--- src/rtl/alu_seq.sv ---
// alu_seq: registered valid/ready ALU with 2N-bit result and an N-cycle restoring divider
module alu_seq #(
  parameter int N = 8
) (
  input  logic           clk,
  input  logic           rst,
  input  logic           in_valid,
  output logic           in_ready,
  input  logic [N-1:0]   a,
  input  logic [N-1:0]   b,
  input  logic [2:0]     sel,
  output logic           out_valid,
  input  logic           out_ready,
  output logic [2*N-1:0] q,
  output logic           carry,
  output logic           zero,
  output logic           dz
);
  localparam int CW = $clog2(N + 1);
  typedef enum logic [1:0] {IDLE, DIV, DONE} state_t;
  state_t state, state_n;
  logic [N-1:0] rem, quo, dvd, dvs, rem_n, quo_n;
  logic [CW-1:0] cnt;
  logic [N:0] trial, sum;
  logic [2*N-1:0] res;
  logic res_c, acc, is_div, last;
  assign acc = in_valid && in_ready;
  assign is_div = sel == 3'b011;
  assign last = cnt == CW'(1);
  assign sum = {1'b0, a} + {1'b0, b};
  assign trial = {rem, dvd[N-1]};
  assign rem_n = trial >= {1'b0, dvs} ? N'(trial - {1'b0, dvs}) : trial[N-1:0];
  assign quo_n = {quo[N-2:0], trial >= {1'b0, dvs}};
  always_comb begin
    res = '0;
    res_c = 1'b0;
    case (sel)
      3'b000: begin
        res = {{(N-1){1'b0}}, sum};
        res_c = sum[N];
      end
      3'b001: begin
        res = {{N{1'b0}}, a - b};
        res_c = a < b;
      end
      3'b010: res = {{N{1'b0}}, a} * {{N{1'b0}}, b};
      3'b100: res = {{N{1'b0}}, a & b};
      3'b101: res = {{N{1'b0}}, a | b};
      3'b110: res = {{N{1'b0}}, a ^ b};
      3'b111: res = {{N{1'b0}}, ~(a | b)};
      default: res = '0;
    endcase
  end
  always_ff @(posedge clk)
    if (rst) state <= IDLE;
    else state <= state_n;
  always_comb begin
    state_n = state;
    case (state)
      IDLE: state_n = !acc ? IDLE : (is_div && b != '0) ? DIV : DONE;
      DIV: state_n = last ? DONE : DIV;
      DONE: state_n = out_ready ? IDLE : DONE;
      default: state_n = IDLE;
    endcase
  end
  always_comb begin
    in_ready = state == IDLE;
    out_valid = state == DONE;
  end
  always_ff @(posedge clk) begin
    if (rst) begin
      q <= '0;
      carry <= 1'b0;
      zero <= 1'b0;
      dz <= 1'b0;
      rem <= '0;
      quo <= '0;
      dvd <= '0;
      dvs <= '0;
      cnt <= '0;
    end else if (acc) begin
      if (is_div && b == '0) begin
        q <= {a, {N{1'b1}}};
        carry <= 1'b0;
        zero <= 1'b0;
        dz <= 1'b1;
      end else if (is_div) begin
        rem <= '0;
        quo <= '0;
        dvd <= a;
        dvs <= b;
        cnt <= CW'(N);
      end else begin
        q <= res;
        carry <= res_c;
        zero <= res == '0;
        dz <= 1'b0;
      end
    end else if (state == DIV) begin
      rem <= rem_n;
      quo <= quo_n;
      dvd <= {dvd[N-2:0], 1'b0};
      cnt <= cnt - 1'b1;
      if (last) begin
        q <= {rem_n, quo_n};
        carry <= 1'b0;
        zero <= {rem_n, quo_n} == '0;
        dz <= 1'b0;
      end
    end
  end
endmodule

--- config.mk ---
export PLATFORM = sky130hd
export DESIGN_NAME = alu_seq
export DESIGN_NICKNAME = d
export VERILOG_FILES = /design/src/rtl/alu_seq.sv
export SDC_FILE = /design/constraint.sdc
export NUM_CORES = 1
export LEC_CHECK = 0
export CORE_UTILIZATION = 48
export CTS_CLUSTER_DIAMETER = 40
export DETAILED_ROUTE_END_ITERATION = 6
export GPL_TIMING_DRIVEN = 0
export PLACE_DENSITY_LB_ADDON = 0.25
export REMOVE_ABC_BUFFERS = 1
export SLEW_MARGIN = 20
export SYNTH_ARGS = -nofsm -noshare
export SYNTH_HDL_FRONTEND = slang
export SYNTH_SLANG_ARGS = --single-unit
--- constraint.sdc ---
create_clock -name clk -period 11.4 [get_ports clk]
set_input_delay 2.28 -clock clk [delete_from_list [all_inputs] [get_ports clk]]
set_output_delay 2.28 -clock clk [all_outputs]
set_load 0.005 [all_outputs]
==> flow_metrics.env, run 1 <==
export IMPL_fill_cells=1209
export IMPL_track_usage_pct=27.8
export IMPL_synth_distinct_cells=74
export IMPL_synthTopCellsByArea="dfxtp_1, ha_1, fa_1"
export IMPL_path_common_cell="fa_1"
export IMPL_rsz0062_at_grt="no"
export IMPL_grt_overflow_total=0
export IMPL_cellLeakagePower_nw=2.88
export IMPL_start_kind="input port"
export IMPL_numPortBuffers=43
export IMPL_clock_latency_ns=0.30
export IMPL_routedWlPerCell_um=18.0
export IMPL_design_final_nets=925
export IMPL_cts_root_buf="clkbuf_16"
export IMPL_synth_mux_area_share_pct=2.87
export IMPL_crit_required_ns=11.63
export IMPL_io_pins=44
export IMPL_ys_ff_latch=56
export IMPL_fmax_ghz=0.132
export IMPL_slew_headroom_pct=29.6
export IMPL_finalCriticalPeriod_ns=7.59
export IMPL_synth_compound_area_share_pct=20.1
export IMPL_worstMarginPinSlew_ns=1.05
export IMPL_path_cells="clkdlybuf4s50_1 > inv_1 > nor2_1 > fa_1 > fa_1 > fa_1 > inv_1 > fa_1 > inv_1 > ha_1 > o21ai_0 > a21oi_1 > a2111oi_0 > or3_1 > xnor2_1 > a221oi_1 > a211o_1 > a21oi_1"
export IMPL_finalHoldViolations=0
export IMPL_critical_path_top_delay_family="adder cells"
export IMPL_synth_ff_type="dfxtp_1"
export IMPL_die_h_um=115
export IMPL_period_share_pct=66.5
export IMPL_wirelength_um=17300
export IMPL_place_congestion=0.967
export IMPL_p_per_area_mw_per_mm2=116
export IMPL_initial_core_util_pct=50.1
export IMPL_grt_pass1_vias=5626
export IMPL_cp_buffers_inverters=4
export IMPL_multi_input_area_sq_mm=0.00453
export IMPL_synth_adder_area_share_pct=27.1
export IMPL_yosys_warnings=0
export IMPL_cpMaxStageDelayCell="clkdlybuf4s50_1"
export IMPL_post_cts_resized=0
export IMPL_cp_max_fo=8
export IMPL_status="complete, no violations"
export IMPL_drtAntennaViolNets=0
export IMPL_synth_edff_count=0
export IMPL_drive_gt1_share_pct=4.04
export IMPL_drt_iter0_markers=512
export IMPL_firstDrtPassIters=5
export IMPL_synth_simple_area_share_pct=20.2
export IMPL_fin_skew_ns=0.00364
export IMPL_htreeDepth=2
export IMPL_clk_path_buf_depth=2
export IMPL_synthCells=773
export IMPL_setup_violations=0
export IMPL_via_per_inst=5.89
export IMPL_area_growth_pct=11.0
export IMPL_hold_buffers=0
export IMPL_clkSinkCount=56
export IMPL_synth_top_area_share_pct=18.3
export IMPL_hpwl_um=13100
export IMPL_antenna_found_initial=0
export IMPL_syn_area_sq_mm=0.00611
export IMPL_grt_max_degree=31
export IMPL_cts_setup_buffers=0
export IMPL_vdd_drop_max_mv=0.0623
export IMPL_drv_slew=0
export IMPL_dieWidth_um=115
export IMPL_synthArstFlopShare_pct=0
export IMPL_pre_cts_ws_ns=3.60
export IMPL_synth_top_family_by_area="adder cells"
export IMPL_slowest_delay_ns=0.80
export IMPL_insertedDiodeCount=0
export IMPL_hold_path_class="reg2reg"
export IMPL_cts_buffers=5
export IMPL_yosys_area_top_type="dfxtp_1"
export IMPL_regArea_sq_mm=0.00112
export IMPL_end_kind="flop"
export IMPL_synthXorXnorAreaFrac_pct=3.73
export IMPL_route_detailed_drc=0
export IMPL_die_area_sq_mm=0.0132
export IMPL_synth_yosys_seq_area_share_pct=18.3
export IMPL_rows=40
export IMPL_grt_pass1_wl_um=28700
export IMPL_syn_area_per_cell_sq_um=7.91
export IMPL_worst_slack_ns=3.81
export IMPL_core_area_sq_mm=0.0122
export IMPL_cap_violations=0
export IMPL_path_clk_slew_ns=0.07
export IMPL_arrival_ns=7.82
export IMPL_tns_ns=0
export IMPL_worstSetupPathType="in2reg"
export IMPL_cts_tree="done"
export IMPL_vias=5663
## routing by layer
metal	track usage, %	wire, um	vias up
met3	4.27	1330	26
met5	0	0	-
li1	-	-	2685
met1	38.9	7710	2724
met2	44.6	7980	228
met4	7.71	291	0
## kinds of logic (layout without fill, tap and decap cells)
| logic type | after synthesis | in the layout |
|---|---|---|
| AO/OA/AOI/OAI | 178 | 178 |
| XOR/XNOR | 26 | 26 |
| adder cells (fa/ha/maj) | 109 | 109 |
| buffers and inverters | 119 | 139 |
| flip-flops | 56 | 56 |
| multiplexers | 16 | 16 |
| AND/OR/NAND/NOR | 269 | 269 |
## cells in the mapped netlist (3+ instances only)
cell,number
clkbuf_1,22
mux2i_1,13
a21oi_1,55
clkinv_1,3
a22oi_1,7
o21ai_1,10
or3_1,3
buf_2,7
o21ai_0,18
and2_1,3
nor3_1,10
nand2_1,84
a31oi_1,6
a311oi_1,7
ha_1,70
dfxtp_1,56
o211ai_1,6
nand3b_1,6
nor2_1,102
nand2b_1,8
a21o_1,10
a221oi_1,5
a21oi_2,5
xnor2_1,16
o31ai_1,5
o221ai_1,4
fa_1,39
nand4_1,5
xor2_1,10
o21a_1,3
a211oi_1,8
nand3_1,13
nor2b_1,12
o21bai_1,3
and3_1,3
nor4_1,4
inv_1,84
a211o_1,3
## power by group
group	total, mW	internal [mW]	switching [mW]
clock network	0.150	0.0802	0.0700
logic	0.424	0.171	0.253
registers	0.210	0.204	0.00563
## final timing paths
check	startpoint	slack (ns)	cells after the start	to
setup reg to reg	state[1]$_SDFF_PP0_	8.13	6	dvd[5]$_SDFFE_PP0P_
hold reg to reg	q[3]$_SDFFE_PP0P_	0.45	2	q[3]$_SDFFE_PP0P_
setup / recovery	a[1]	3.81	18	q[12]$_SDFFE_PP0P_
hold / removal	q[3]$_SDFFE_PP0P_	0.45	2	q[3]$_SDFFE_PP0P_
## final cells by class
cell class	instances	area share (%)
Multi-Input combinational cell	598	66.8
Clock inverter	1	0.0738
Tap cell	168	3.10
Sequential cell	56	16.5
Clock buffer	6	1.90
Timing Repair Buffer	44	6.68
Inverter	88	4.87
## worst register-to-register path, delay by kind of cell (launching register included)
kind / cells / cell delay, ns
flip-flops: 1 / 0.36
AO/OA/AOI/OAI: 1 / 0.30
AND/OR/NAND/NOR: 5 / 2.51
## placed cells by master (no fill, tap or decap), types with 12 or more instances in the layout
| cell type | n |
|---|---|
| dfxtp_1 | 56 |
| clkdlybuf4s50_1 | 42 |
| o21ai_0 | 18 |
| inv_1 | 84 |
| ha_1 | 70 |
| xnor2_1 | 16 |
| nand2_1 | 84 |
| nor2b_1 | 12 |
| nand3_1 | 13 |
| mux2i_1 | 13 |
| a21oi_1 | 55 |
| nor2_1 | 102 |
| fa_1 | 39 |
## registers in the layout, summed over array words and instances (netlist names)
signal,count
q,16
dvd,8
dvs,8
rem,8
quo,7
cnt,4
state,2
carry,1
dz,1
zero,1
## stage by stage
stage	instances	hold WS, ns	cell area [sq um]	util, %	total power, mW
6_report	961	0.452	6780	55.5	0.783
5_1_grt	961	0.475	6780	55.5	0.843
3_5_place_dp	954	0.444	6640	54.4	0.629
2_1_floorplan	742	0.430	5980	-	0.511
3_3_place_gp	953	0.438	6620	54.2	0.619
4_1_cts	961	0.453	6780	55.5	0.780
No activity file was read; power rests on OpenSTA's default activity.
==> run 2: changes to the inputs <==
==> constraint.sdc (replaced) <==
create_clock -name clk -period 7.7 [get_ports clk]
set_input_delay 1.54 -clock clk [delete_from_list [all_inputs] [get_ports clk]]
set_output_delay 1.54 -clock clk [all_outputs]
set_load 0.005 [all_outputs]
==> results of run 2 <==
Same layout as run 1 (identical final DEF). Status: complete, no violations.
Among the figures that moved: setup slack after placement 3.60 ns -> 0.641 ns; setup slack after layout 3.81 ns -> 0.854 ns; register-to-register setup slack 8.13 ns -> 4.43 ns; total power 0.783 mW -> 1.16 mW; worst IR drop on VDD 0.0623 mV -> 0.0923 mV
